[src/rtl/node_word_serializer_if.sv]
// Node description package plus the two stream interfaces of node_word_serializer.
//
// node_pkg      : rule_s / node_s layouts and the flat-image bit offsets.
//                 A node_s cast to a bit vector puts node_type at bit 0, followed
//                 by range, rule_count, rules[], child_count and children[].
// node_in_if    : node producer -> serializer. The producer drives valid, node and
//                 addr, where addr is the word address of word 0. The serializer
//                 drives ready.
// word_out_if   : serializer -> node RAM write port. The serializer drives valid,
//                 data, addr and last. The memory drives ready.
package node_pkg;
  localparam int RULE_W                = 32;
  localparam int CHILD_W               = 32;
  localparam int COUNT_W               = 3;
  localparam int MAX_RULES_PER_NODE    = 4;
  localparam int MAX_CHILDREN_PER_NODE = 4;

  typedef struct packed {
    logic [15:0] hi;
    logic [15:0] lo;
  } rule_s;

  // The first member of a packed struct is the MSB side, so fields are listed in
  // reverse of the flat layout.
  typedef struct packed {
    logic [MAX_CHILDREN_PER_NODE-1:0][CHILD_W-1:0] children;
    logic [COUNT_W-1:0]                            child_count;
    rule_s [MAX_RULES_PER_NODE-1:0]                rules;
    logic [COUNT_W-1:0]                            rule_count;
    rule_s                                         range;
    logic [1:0]                                    node_type;
  } node_s;

  localparam int NODE_TYPE_OFFSET   = 0;
  localparam int RANGE_OFFSET       = 2;
  localparam int RULE_COUNT_OFFSET  = RANGE_OFFSET + RULE_W;
  localparam int RULES_OFFSET       = RULE_COUNT_OFFSET + COUNT_W;
  localparam int CHILD_COUNT_OFFSET = RULES_OFFSET + MAX_RULES_PER_NODE * RULE_W;
  localparam int CHILDREN_OFFSET    = CHILD_COUNT_OFFSET + COUNT_W;
  localparam int NODE_BITS          = $bits(node_s);
endpackage

interface node_in_if #(parameter int ADDR_W = 16);
  logic                valid;
  logic                ready;
  node_pkg::node_s     node;
  logic [ADDR_W-1:0]   addr;

  modport master (output valid, output node, output addr, input ready);
  modport slave  (input valid, input node, input addr, output ready);
endinterface

interface word_out_if #(parameter int WORD_W = 32, parameter int ADDR_W = 16);
  logic                valid;
  logic                ready;
  logic [WORD_W-1:0]   data;
  logic [ADDR_W-1:0]   addr;
  logic                last;

  modport master (output valid, output data, output addr, output last, input ready);
  modport slave  (input valid, input data, input addr, input last, output ready);
endinterface

[src/rtl/node_word_serializer.sv]
// node_word_serializer: latches one node_s and streams its flat bit image to node
// memory as NUM_WORDS words of WORD_W bits. The words go out LSB word first, at
// consecutive addresses that start at the node's base address.
//
// Ports
//   clk         : rising-edge clock
//   rst_n       : asynchronous active-low reset
//   node_if     : node_in_if.slave. The node stream comes in with valid/ready.
//                 addr is the word address of word 0.
//   word_if     : word_out_if.master. The word stream goes out with valid/ready.
//                 addr advances by 1 per word and wraps modulo 2^ADDR_W.
//                 last marks word NUM_WORDS-1.
//   node_done_o : 1-cycle pulse on the cycle after the last word is accepted
//   fmt_err_o   : sticky. It is set when a node with rule_count or child_count
//                 above the per-node maximum is accepted. Only reset clears it.
module node_word_serializer
  import node_pkg::*;
#(
  parameter int WORD_W = 32,
  parameter int ADDR_W = 16
) (
  input  logic         clk,
  input  logic         rst_n,
  node_in_if.slave     node_if,
  word_out_if.master   word_if,
  output logic         node_done_o,
  output logic         fmt_err_o
);

  localparam int NUM_WORDS = (NODE_BITS + WORD_W - 1) / WORD_W;
  localparam int IMG_W     = NUM_WORDS * WORD_W;
  localparam int KW        = (NUM_WORDS > 1) ? $clog2(NUM_WORDS) : 1;
  localparam logic [KW-1:0]      LAST_K = KW'(NUM_WORDS - 1);
  localparam logic [COUNT_W-1:0] MAX_RC = COUNT_W'(MAX_RULES_PER_NODE);
  localparam logic [COUNT_W-1:0] MAX_CC = COUNT_W'(MAX_CHILDREN_PER_NODE);

  typedef enum logic [0:0] {
    ST_IDLE = 1'b0,
    ST_SEND = 1'b1
  } state_t;

  state_t            state_q;
  logic [KW-1:0]     k_q;
  logic [IMG_W-1:0]  image_q;
  logic              node_ready_q;
  logic              word_valid_q;
  logic [WORD_W-1:0] word_data_q;
  logic [ADDR_W-1:0] word_addr_q;
  logic              word_last_q;
  logic              node_done_q;
  logic              fmt_err_q;

  logic [IMG_W-1:0]  image_d;
  logic [KW-1:0]     k_d;
  logic              fmt_bad_d;

  function automatic logic [WORD_W-1:0] word_of(input logic [IMG_W-1:0] img,
                                                input logic [KW-1:0]    idx);
    return img[int'(idx) * WORD_W +: WORD_W];
  endfunction

  // The incoming node is zero-padded up to a whole number of words.
  always_comb begin
    image_d                  = '0;
    image_d[NODE_BITS-1:0]   = node_if.node;
  end

  assign k_d       = k_q + KW'(1);
  assign fmt_bad_d = (node_if.node.rule_count > MAX_RC) ||
                     (node_if.node.child_count > MAX_CC);

  // Control FSM. All outputs are registered, so word k is presented directly
  // from word_data_q.
  always_ff @(posedge clk or negedge rst_n) begin
    if (!rst_n) begin
      state_q      <= ST_IDLE;
      k_q          <= '0;
      image_q      <= '0;
      node_ready_q <= 1'b1;
      word_valid_q <= 1'b0;
      word_data_q  <= '0;
      word_addr_q  <= '0;
      word_last_q  <= 1'b0;
      node_done_q  <= 1'b0;
      fmt_err_q    <= 1'b0;
    end else begin
      node_done_q <= 1'b0;
      case (state_q)
        ST_IDLE: begin
          if (node_if.valid && node_ready_q) begin
            // Latch the image so node_in may change freely after acceptance.
            image_q      <= image_d;
            k_q          <= '0;
            word_data_q  <= word_of(image_d, '0);
            word_addr_q  <= node_if.addr;
            word_last_q  <= (NUM_WORDS == 1);
            word_valid_q <= 1'b1;
            node_ready_q <= 1'b0;
            fmt_err_q    <= fmt_err_q | fmt_bad_d;
            state_q      <= ST_SEND;
          end else begin
            state_q <= ST_IDLE;
          end
        end
        ST_SEND: begin
          if (word_if.ready && word_last_q) begin
            word_valid_q <= 1'b0;
            word_last_q  <= 1'b0;
            node_ready_q <= 1'b1;
            node_done_q  <= 1'b1;
            k_q          <= '0;
            state_q      <= ST_IDLE;
          end else if (word_if.ready) begin
            k_q         <= k_d;
            word_data_q <= word_of(image_q, k_d);
            word_addr_q <= word_addr_q + ADDR_W'(1);
            word_last_q <= (k_d == LAST_K);
          end else begin
            // Stalled: hold everything so the memory sees a stable word.
            state_q <= ST_SEND;
          end
        end
        default: begin
          state_q      <= ST_IDLE;
          node_ready_q <= 1'b1;
          word_valid_q <= 1'b0;
          word_last_q  <= 1'b0;
        end
      endcase
    end
  end

  assign node_if.ready = node_ready_q;
  assign word_if.valid = word_valid_q;
  assign word_if.data  = word_data_q;
  assign word_if.addr  = word_addr_q;
  assign word_if.last  = word_last_q;
  assign node_done_o   = node_done_q;
  assign fmt_err_o     = fmt_err_q;

endmodule

[src/flat_wrapper.sv]
// flat-port wrapper written by rule: the top's interface ports become plain ports
module node_word_serializer_flat import node_pkg::*;
#(
  parameter int WORD_W = 32,
  parameter int ADDR_W = 16
)
  (clk, rst_n, node_done_o, fmt_err_o, node_if_valid, node_if_node, node_if_addr, node_if_ready, word_if_valid, word_if_data, word_if_addr, word_if_last, word_if_ready);
  node_in_if #(.ADDR_W(ADDR_W)) node_if_i ();
  word_out_if #(.WORD_W(WORD_W), .ADDR_W(ADDR_W)) word_if_i ();
  input  logic clk;
  input  logic rst_n;
  output logic node_done_o;
  output logic fmt_err_o;
  input wire logic [$bits(node_if_i.valid)-1:0] node_if_valid;
  input wire logic [$bits(node_if_i.node)-1:0] node_if_node;
  input wire logic [$bits(node_if_i.addr)-1:0] node_if_addr;
  output wire logic [$bits(node_if_i.ready)-1:0] node_if_ready;
  output wire logic [$bits(word_if_i.valid)-1:0] word_if_valid;
  output wire logic [$bits(word_if_i.data)-1:0] word_if_data;
  output wire logic [$bits(word_if_i.addr)-1:0] word_if_addr;
  output wire logic [$bits(word_if_i.last)-1:0] word_if_last;
  input wire logic [$bits(word_if_i.ready)-1:0] word_if_ready;
  assign node_if_i.valid = node_if_valid;
  assign node_if_i.node = node_if_node;
  assign node_if_i.addr = node_if_addr;
  assign node_if_ready = node_if_i.ready;
  assign word_if_valid = word_if_i.valid;
  assign word_if_data = word_if_i.data;
  assign word_if_addr = word_if_i.addr;
  assign word_if_last = word_if_i.last;
  assign word_if_i.ready = word_if_ready;
  node_word_serializer #(.WORD_W(WORD_W), .ADDR_W(ADDR_W)) u_core (.clk(clk), .rst_n(rst_n), .node_if(node_if_i), .word_if(word_if_i), .node_done_o(node_done_o), .fmt_err_o(fmt_err_o));
endmodule
[config.mk]
export PLATFORM = sky130hd
export DESIGN_NAME = node_word_serializer_flat
export DESIGN_NICKNAME = d
export VERILOG_FILES = /design/src/rtl/node_word_serializer_if.sv /design/src/rtl/node_word_serializer.sv /design/src/flat_wrapper.sv
export SDC_FILE = /design/constraint.sdc
export NUM_CORES = 1
export LEC_CHECK = 0
export ABC_AREA = 1
export BUFFER_PORTS_ARGS = -buffer_cell sky130_fd_sc_hd__buf_2
export CAP_MARGIN = 20
export CORE_ASPECT_RATIO = 1.2
export CORE_MARGIN = 1
export CORE_UTILIZATION = 50
export CTS_CLUSTER_DIAMETER = 150
export DETAILED_ROUTE_END_ITERATION = 6
export PLACE_DENSITY_LB_ADDON = 0.25
export SYNTH_ARGS = -nofsm -noshare
export SYNTH_HDL_FRONTEND = slang
export SYNTH_SLANG_ARGS = --single-unit
[constraint.sdc]
create_clock -name clk -period 2.3 [get_ports clk]
set_input_delay 0.69 -clock clk [delete_from_list [all_inputs] [get_ports clk]]
set_output_delay 0.69 -clock clk [all_outputs]
set_load 0.005 [all_outputs]
==> impl_metrics.py, run 1 <==
metrics = {
    "run_status": {
        "status": "finished, final reports clean",
    },
    "sta": {
        "rsz0062_at_grt": "no",
        "finalSetupViolCount": 0,
        "skew_ps": 22.0,
        "fmax_mhz": 472,
        "tns_ps": 0,
        "tightestPinTransition_ps": 729,
        "fin_crit_sh": 0.921,
        "whs_ps": 76.8,
        "fin_crit_ps": 2120,
        "slew_viol_final": 0,
        "finalHoldViolations": 0,
        "relSlewSlack": 0.514,
    },
    "worst_hold_path": {
        "hold_path.class": "input port to async pin",
    },
    "critical_path": {
        "rrSetupSlack_ps": 180,
        "reg2reg_depth": 9,
        "cpMostUsedCell": "nand3_1",
        "crit_path_max_incr_delay_ps": 540,
        "path_cells": "inv_6 -> buf_12 -> nand2_1 -> nand3_1 -> nand3_1 -> nand3_1 -> nand3_1 -> nand2_1 -> nand2_1",
        "cpMaxStageDelayCell": "buf_12",
        "cp.required_ps": 2710,
        "cp.arrival_ps": 2530,
        "r2r-end": "u_core.word_if.data[22]",
        "critPathKind": "register to register",
        "cp_max_fo": 149,
        "end_kind": "register",
        "critPathLaunchType": "register",
        "r2r-start": "u_core.k_q[0]",
        "crit_start": "u_core.k_q[0]",
    },
    "cts": {
        "clock_path_buffers": 3,
        "cts_num_sinks": 354,
        "tritoncts": "built",
        "clock-root-buffer": "clkbuf_16",
        "path_clk_slew_ps": 60,
        "holdBufCountCts": 0,
        "cts_buffers": 38,
        "h-tree-depth": 2,
        "clk_latency_ps": 540,
    },
    "die": {
        "start_util": 0.509,
        "rows": 74,
        "ios": 369,
        "die-area_um2": 35600,
        "die_h_um": 206,
        "die_x_um": 172,
        "coreArea_um2": 34200,
    },
    "place": {
        "io_buffer_count": 368,
        "place_area_um2": 19700,
        "dp_hpwl_um": 37700,
        "place.gp.congestion": 0.919,
    },
    "layout": {
        "syn2layout_area_growth_pct": 20.6,
        "drive_gt1_frac": 0.180,
        "nNetsFinal": 2963,
        "stdcell_area_um2": 21000,
    },
    "route": {
        "wl_per_cell_um": 17.2,
        "ant_nets": 0,
        "viasPerCell": 5.28,
        "vias": 16573,
        "wl_um": 54000,
        "drc": 0,
        "drt_iter0_markers": 1742,
        "drtPass1Iterations": 6,
    },
    "yosys": {
        "synth.distinct_cells": 30,
        "syn_inst": 2348,
        "yosys_warnings": 0,
        "ys_ff_latch": 354,
        "avgSynthCellArea_um2": 7.41,
        "synthesis.nets": 2667,
        "ys_seq_area_frac": 0.509,
        "syn_area_um2": 17400,
    },
    "pwr": {
        "sequentialPowerShare": 0.487,
        "internal_power_uw": 10000,
        "pwr-share-clk": 0.474,
        "p_per_area_nw_per_um2": 609,
        "combPwrFrac": 0.038,
        "ir_drop_mv": 0.495,
        "fin_total_pwr_uw": 12800,
        "p_leak_uw": 0.0106,
        "power.switching_uw": 2770,
        "p_sw_frac": 0.217,
    },
    "global_routing": {
        "antenna_found_initial": 8,
        "grt_pass1_wl_um": 84500,
        "grt_usage": 0.310,
        "grt-ovfl-total": 0,
        "grt_max_degree": 150,
        "grt_pass1_vias": 15951,
    },
    "run": {
        "cap_violations": 0,
    },
}
==> registers in the layout (all words and copies together) (netlist names) <==
name / cells
u_core.image_q: 296
u_core.word_if.data: 32
u_core.word_if.addr: 16
u_core.k_q: 4
u_core.fmt_err_o: 1
u_core.node_done_o: 1
u_core.node_if.ready: 1
u_core.state_q: 1
u_core.word_if.last: 1
u_core.word_if.valid: 1
==> critical path, delay by kind of cell (launching register included) <==
family,cells,cell delay [ps]
simple gates,7,790
flops,1,530
buf+inv,2,630
==> power by group through the flow <==
stage	Clock (µW)	Sequential (µW)	Combinational, µW
floorplan	0	6340	23.6
global placement	0	6340	493
detailed placement	0	6340	497
CTS	6150	6230	500
global route	6380	6220	541
finish	6060	6230	490
==> cell type report <==
type	count	area (µm²)
Timing Repair Buffer	408	2360
Tap cell	456	571
Clock buffer	61	1160
Multi-Input combinational cell	1508	6680
Clock inverter	7	66.3
Antenna cell	8	20.0
Sequential cell	354	8860
Fill cell	3114	13200
Inverter	334	1270
==> placed cells by master (no fill, tap or decap), types with 8 or more instances in the layout <==
master	n
nor2_1	39
nor3_1	17
a21oi_1	49
buf_12	16
clkbuf_16	39
buf_2	367
nand2_1	786
clkbuf_8	10
clkbuf_1	12
o21ai_1	24
inv_1	330
buf_4	23
nand3_1	303
o21ai_0	266
diode_2	8
dfrtp_1	351
==> worst max-delay path by stage <==
stage                                         end  slack, ps  depth (start not counted)
after detailed placement   u_core.word_if.data[6]        140                          8
after global placement     u_core.word_if.data[4]        220                          8
final                     u_core.word_if.data[22]        180                          9
after floorplan           u_core.word_if.data[21]        120                         13
after global routing       u_core.word_if.data[6]         60                          9
after CTS                  u_core.word_if.data[6]        130                          8
==> through the flow <==
step / setup WS, ps / util / instances
floorplan: 121 / - / 2348
global placement: 221 / 0.578 / 3060
detailed placement: 144 / 0.578 / 3060
CTS: 135 / 0.614 / 3128
global route: 56.7 / 0.614 / 3135
finish: 182 / 0.614 / 3136
==> Yosys cell counts <==
library cell  number  area share
dfrtp_1          353        0.51
xnor2_1            1     0.00050
o21ai_2            1     0.00050
nand3b_1           1     0.00043
buf_1              4     0.00086
buf_2             82       0.024
dfstp_2            1      0.0015
xor2_2             1     0.00093
nand4_1            4      0.0014
nand3_4            1      0.0010
nor3_1            17      0.0049
o21ai_0          266       0.076
xor2_1             2      0.0010
o22ai_1            4      0.0014
nand2_1          786        0.17
a31oi_1            1     0.00036
inv_2              3     0.00065
nand2_2            1     0.00036
buf_4              1     0.00043
o21ai_1           24      0.0069
inv_4              1     0.00036
nor2_1            39      0.0084
nand3_1          303       0.087
buf_6              1     0.00065
inv_1            330       0.071
a22oi_1            3      0.0013
a21oi_1           49       0.014
nand3_2            1     0.00058
ha_1               3      0.0022
clkbuf_1          64       0.014
==> what timing repair did <==
item,4_1_cts,5_1_grt
setup endpoints to repair,0,3
endpoints found under the hold margin,0,0
setup buffers,0,0
resized for setup,0,1
==> layer usage <==
layer	vias to the layer above	global-route usage	part of all wire
li1	7930	-	-
met1	7746	0.428	0.43
met2	769	0.478	0.45
met3	126	0.0463	0.080
met4	2	0.145	0.045
met5	-	0	0.00015
==> kinds of logic (layout without fill, tap and decap cells) <==
group           after synthesis  after routing  share of synthesized area
xor+xnor                      4              4                    0.00244
buf+inv                     486            810                      0.112
fa+ha+maj                     3              3                    0.00216
simple gates               1153           1153                      0.274
flops                       354            354                      0.509
other cells                   0              8                          0
compound gates              348            348                      0.101
(Power assumes the default switching activity.)
==> run 2, diff against run 1 <==
- PLACE_DENSITY: not set -> 0.77
- PLACE_DENSITY_LB_ADDON: 0.25 -> not set
==> run 2 against run 1 <==
Net effect:
- sequential power about the same
- combinational power up 3%
- fmax down 3.8%
- power grew 0.30%
- count of clock-buffer cells in the layout is 2 lower
- sequential share of layout area decreased by 0.35 points
- die area stayed put
- first-iteration DRC count is 2.2% lower
- flip-flop and latch count is the same
- clock power about the same
- largest power group unchanged
- highest routed layer is now met4
==> impl_metrics.py, run 2 (synthesized netlist as in run 1, its figures left out) <==
metrics = {
    "route": {
        "wl_um": 55800,
        "vias": 16716,
        "drtPass1Iterations": 6,
        "wl_per_cell_um": 17.7,
        "drc": 0,
        "ant_nets": 0,
        "viasPerCell": 5.32,
        "drt_iter0_markers": 1704,
    },
    "pwr": {
        "fin_total_pwr_uw": 12800,
        "pwr-share-clk": 0.475,
        "combPwrFrac": 0.039,
        "p_sw_frac": 0.223,
        "ir_drop_mv": 0.429,
        "p_per_area_nw_per_um2": 606,
        "internal_power_uw": 9960,
        "p_leak_uw": 0.0107,
        "sequentialPowerShare": 0.486,
        "power.switching_uw": 2850,
    },
    "place": {
        "io_buffer_count": 368,
        "dp_hpwl_um": 39000,
        "place_inst": 3075,
        "place.gp.congestion": 0.897,
        "place_area_um2": 19900,
    },
    "die": {
        "die_h_um": 206,
        "ios": 369,
        "die_x_um": 172,
        "coreArea_um2": 34200,
        "rows": 74,
        "die-area_um2": 35600,
        "start_util": 0.509,
    },
    "cts": {
        "h-tree-depth": 2,
        "cts_buffers": 38,
        "clock_path_buffers": 3,
        "cts_num_sinks": 354,
        "clk_latency_ps": 550,
        "holdBufCountCts": 0,
        "cts_resized": 0,
        "path_clk_slew_ps": 60,
        "cts_setup_buffers": 0,
        "clock-root-buffer": "clkbuf_16",
        "tritoncts": "built",
    },
    "layout": {
        "stdcell_area_um2": 21200,
        "final_cell_mix": "nand2_1 (786), buf_2 (367), dfrtp_1 (351), inv_1 (330), nand3_1 (303)",
        "syn2layout_area_growth_pct": 21.6,
        "drive_gt1_frac": 0.185,
        "nNetsFinal": 2979,
        "finalNonFillerCells": 3145,
        "largest-register": "u_core.image_q",
        "largest_reg_flops": 296,
        "final_common_cell": "nand2_1",
    },
    "sta": {
        "finalSetupViolCount": 0,
        "tightestPinTransition_ps": 977,
        "skew_ps": 20.6,
        "tns_ps": 0,
        "whs_ps": 67.3,
        "fin_crit_ps": 2200,
        "relSlewSlack": 0.348,
        "finalHoldViolations": 0,
        "slew_viol_final": 0,
        "rsz0062_at_grt": "no",
        "fmax_mhz": 454,
        "fin_crit_sh": 0.957,
    },
    "critical_path": {
        "reg2reg_depth": 6,
        "cp.required_ps": 2780,
        "rrSetupSlack_ps": 100,
        "critPathKind": "register to register",
        "r2r-end": "u_core.word_if.data[6]",
        "r2r-start": "u_core.k_q[2]",
        "critPathLaunchType": "register",
        "end_kind": "register",
        "cp.arrival_ps": 2680,
        "cp_max_fo": 16,
    },
    "global_routing": {
        "grt_max_degree": 110,
        "grt_pass1_wl_um": 85600,
        "grt_pass1_vias": 16062,
        "antenna_found_initial": 2,
        "grt-ovfl-total": 0,
        "grt_usage": 0.315,
    },
    "worst_hold_path": {
        "hold_path.class": "input port to async pin",
    },
    "run_status": {
        "status": "finished, final reports clean",
    },
    "run": {
        "cap_violations": 0,
    },
}
==> run 2: cell types whose count changed in the layout (fill, tap and decap cells not counted), moves of 2 or more <==
cell,delta
buf_12,+6
buf_4,+10
clkbuf_8,-2
diode_2,-7
==> run 2: critical path, cell delays in order, from the launching register on <==
cell and delay (ps):
dfrtp_1 530, nand3_2 320, xor2_2 880, nand3_1 170, nand3_1 140, nand2_1 50, nand2_1 50
==> run 2: power groups by stage <==
stage	Clock, µW	Sequential [µW]	Combinational, µW
2_1_floorplan	0	6340	23.6
3_3_place_gp	0	6340	505
3_5_place_dp	0	6340	508
4_1_cts	6140	6230	510
5_1_grt	6400	6220	553
6_report	6080	6230	504
==> run 2: worst max-delay path by stage <==
stage             startpoint                 endpoint  slack (ps)
6_report       u_core.k_q[2]   u_core.word_if.data[6]         100
5_1_grt        u_core.k_q[2]   u_core.word_if.data[2]          40
4_1_cts        u_core.k_q[2]  u_core.word_if.data[26]         190
3_5_place_dp   u_core.k_q[2]  u_core.word_if.data[26]         220
3_3_place_gp   u_core.k_q[2]   u_core.word_if.data[1]         310
2_1_floorplan  u_core.k_q[0]  u_core.word_if.data[21]         120
==> run 2: per-stage QoR <==
stage | util | worst slack, ps
floorplan | - | 121
global placement | 0.583 | 313
detailed placement | 0.583 | 216
CTS | 0.619 | 186
global route | 0.619 | 36.0
finish | 0.619 | 98.4
==> run 2: routing by layer <==
layer | GRT usage | vias to the layer above | wire length [µm]
met5 | 0 | - | 0
met4 | 0.164 | 0 | 2730
met3 | 0.0517 | 129 | 4430
met2 | 0.499 | 819 | 25900
met1 | 0.416 | 7831 | 22700
li1 | - | 7937 | -
==> run 2: layout make-up <==
class / instances / area [µm²]
Sequential cell: 354 / 8860
Timing Repair Buffer: 423 / 2540
Clock buffer: 59 / 1130
Clock inverter: 9 / 86.3
Multi-Input combinational cell: 1509 / 6700
Inverter: 334 / 1270
Antenna cell: 1 / 2.50
Tap cell: 456 / 571
Fill cell: 3055 / 13000
==> run 3, diff against run 2 <==
- SETUP_SLACK_MARGIN: not set -> 0.3
==> run 3 against run 2 <==
Net effect:
- combinational power shrank 2%
- non-clock buffer count fell by 10
- cell area up 1.1%
- setup slack better by 210 ps
- critical path depth increased by 2
- sequential power about the same
- sequential share of layout area decreased by 0.45 points
- clock skew down 3.9 ps
- die area stayed put
- critical endpoint is now u_core.word_if.data[2]
==> impl_metrics.py, run 3 (synthesized netlist as in run 1, its figures left out) <==
metrics = {
    "sta": {
        "relSlewSlack": 0.558,
        "fin_crit_ps": 1990,
        "finalHoldViolations": 0,
        "finalSetupViolCount": 0,
        "fin_ws_ps": 310,
        "fin_crit_sh": 0.865,
        "rsz0062_at_grt": "yes",
        "tns_ps": 0,
        "skew_ps": 16.7,
        "fmax_mhz": 503,
        "tightestPinTransition_ps": 662,
        "slew_viol_final": 0,
    },
    "run_status": {
        "status": "finished, final reports clean",
    },
    "cts": {
        "tritoncts": "built",
        "clock_path_buffers": 3,
        "holdBufCountCts": 0,
        "cts_buffers": 38,
        "clk_latency_ps": 540,
        "h-tree-depth": 2,
        "cts_num_sinks": 354,
        "clock-root-buffer": "clkbuf_16",
        "path_clk_slew_ps": 60,
    },
    "route": {
        "ant_nets": 0,
        "drtPass1Iterations": 6,
        "viasPerCell": 5.34,
        "vias": 16815,
        "wl_per_cell_um": 17.9,
        "drc": 0,
        "wl_um": 56200,
        "drt_iter0_markers": 1845,
    },
    "global_routing": {
        "grt_pass1_vias": 15608,
        "grt-ovfl-total": 0,
        "antenna_found_initial": 15,
        "grt_usage": 0.311,
        "grt_pass1_wl_um": 84300,
        "grt_max_degree": 145,
    },
    "die": {
        "die-area_um2": 35600,
        "coreArea_um2": 34200,
        "rows": 74,
        "start_util": 0.509,
        "die_h_um": 206,
        "ios": 369,
        "die_x_um": 172,
    },
    "critical_path": {
        "path_cells": "ha_2 -> xor2_4 -> buf_12 -> nand3_1 -> nand3_1 -> nand3_1 -> nand2_1 -> nand2_1",
        "critPathLaunchType": "register",
        "cpMaxStageDelayCell": "dfrtp_4",
        "cp.required_ps": 2730,
        "path_buf_inv": 1,
        "end_kind": "register",
        "cp_top_family": "simple AND/OR/NAND/NOR gates",
        "critPathKind": "register to register",
        "crit_path_max_incr_delay_ps": 510,
        "cp.arrival_ps": 2420,
        "cpMostUsedCell": "nand3_1",
        "cp_max_fo": 16,
    },
    "layout": {
        "final_common_cell": "nand2_1",
        "largest-register": "u_core.image_q",
        "nNetsFinal": 2968,
        "finalNonFillerCells": 3148,
        "syn2layout_area_growth_pct": 22.9,
        "final_cell_mix": "nand2_1 (786), buf_2 (367), dfrtp_1 (351), inv_1 (329), nand3_1 (290)",
        "largest_reg_flops": 296,
        "stdcell_area_um2": 21400,
        "drive_gt1_frac": 0.189,
    },
    "pwr": {
        "fin_total_pwr_uw": 13100,
        "ir_drop_mv": 0.386,
        "combPwrFrac": 0.038,
        "power.switching_uw": 2830,
        "p_sw_frac": 0.216,
        "sequentialPowerShare": 0.474,
        "p_per_area_nw_per_um2": 614,
        "pwr-share-clk": 0.488,
        "p_leak_uw": 0.0108,
        "internal_power_uw": 10300,
    },
    "place": {
        "place_inst": 3057,
        "place_area_um2": 19800,
        "dp_hpwl_um": 38400,
        "io_buffer_count": 368,
        "pre_cts_slack_ps": 254,
        "place.gp.congestion": 0.932,
    },
    "worst_hold_path": {
        "hold_path.class": "input port to async pin",
    },
    "run": {
        "cap_violations": 0,
    },
}
==> run 3: changes by cell type in the layout (fill, tap and decap cells not counted), sizes merged <==
cell      change
clkinvlp      +1
clkbuf        +8
bufinv        +1
buf          -16
inv           -3
xor2          -1
diode        +13
==> run 3: cell type report <==
cell class	count	area (µm²)
Tap cell	456	571
Fill cell	3077	12800
Inverter	334	1280
Multi-Input combinational cell	1508	6770
Sequential cell	354	8860
Clock buffer	61	1220
Antenna cell	14	35.0
Timing Repair Buffer	413	2560
Clock inverter	8	92.6
==> run 3: path summary, 6_finish.rpt <==
kind                                startpoint                     end  slack [ps]  depth (start not counted)
min in group clk              node_if_node[93]      u_core.image_q[93]         350                          3
hold reg to reg            u_core.image_q[286]     u_core.image_q[286]         480                          2
hold / removal                           rst_n      u_core.image_q[67]          50                          1
setup reg to reg                 u_core.k_q[0]  u_core.word_if.data[2]         310                          8
max in group asynchronous                rst_n     u_core.image_q[185]        1510                          2
setup / recovery                 u_core.k_q[0]  u_core.word_if.data[2]         310                          8
==> run 3: repair_timing <==
action                                 CTS  global route
setup endpoints to repair               13            34
pin swaps                                0             2
setup buffers                            0             2
resized for setup                        4            22
endpoints found under the hold margin    0             0
cloned                                   0             6
==> run 3: worst register-to-register path: stages, from the launching register on <==
cell and delay (ps):
dfrtp_4 510, ha_2 320, xor2_4 270, buf_12 210, nand3_1 230, nand3_1 130, nand3_1 70, nand2_1 100
nand2_1 50
==> run 3: power groups by stage <==
stage	combinational (µW)	clock, µW	sequential (µW)
after floorplan	23.6	0	6340
after global placement	497	0	6340
after detailed placement	499	0	6340
after CTS	502	6460	6230
after global routing	547	6700	6220
final	496	6410	6230
==> run 3: metrics by stage <==
| step | hold slack, ps | utilization |
|---|---|---|
| 2_1_floorplan | 394 | - |
| 3_3_place_gp | 459 | 0.578 |
| 3_5_place_dp | 464 | 0.578 |
| 4_1_cts | 66.5 | 0.617 |
| 5_1_grt | 72.9 | 0.626 |
| 6_report | 48.4 | 0.626 |
==> run 3: routing by layer <==
| metal | vias up | wire length [µm] | track usage | part of all wire |
|---|---|---|---|---|
| met4 | 2 | 3160 | 0.181 | 0.056 |
| met3 | 154 | 4480 | 0.0580 | 0.080 |
| li1 | 7929 | - | - | - |
| met5 | - | 10 | 0 | 0.00018 |
| met2 | 791 | 25400 | 0.468 | 0.45 |
| met1 | 7939 | 23200 | 0.421 | 0.41 |
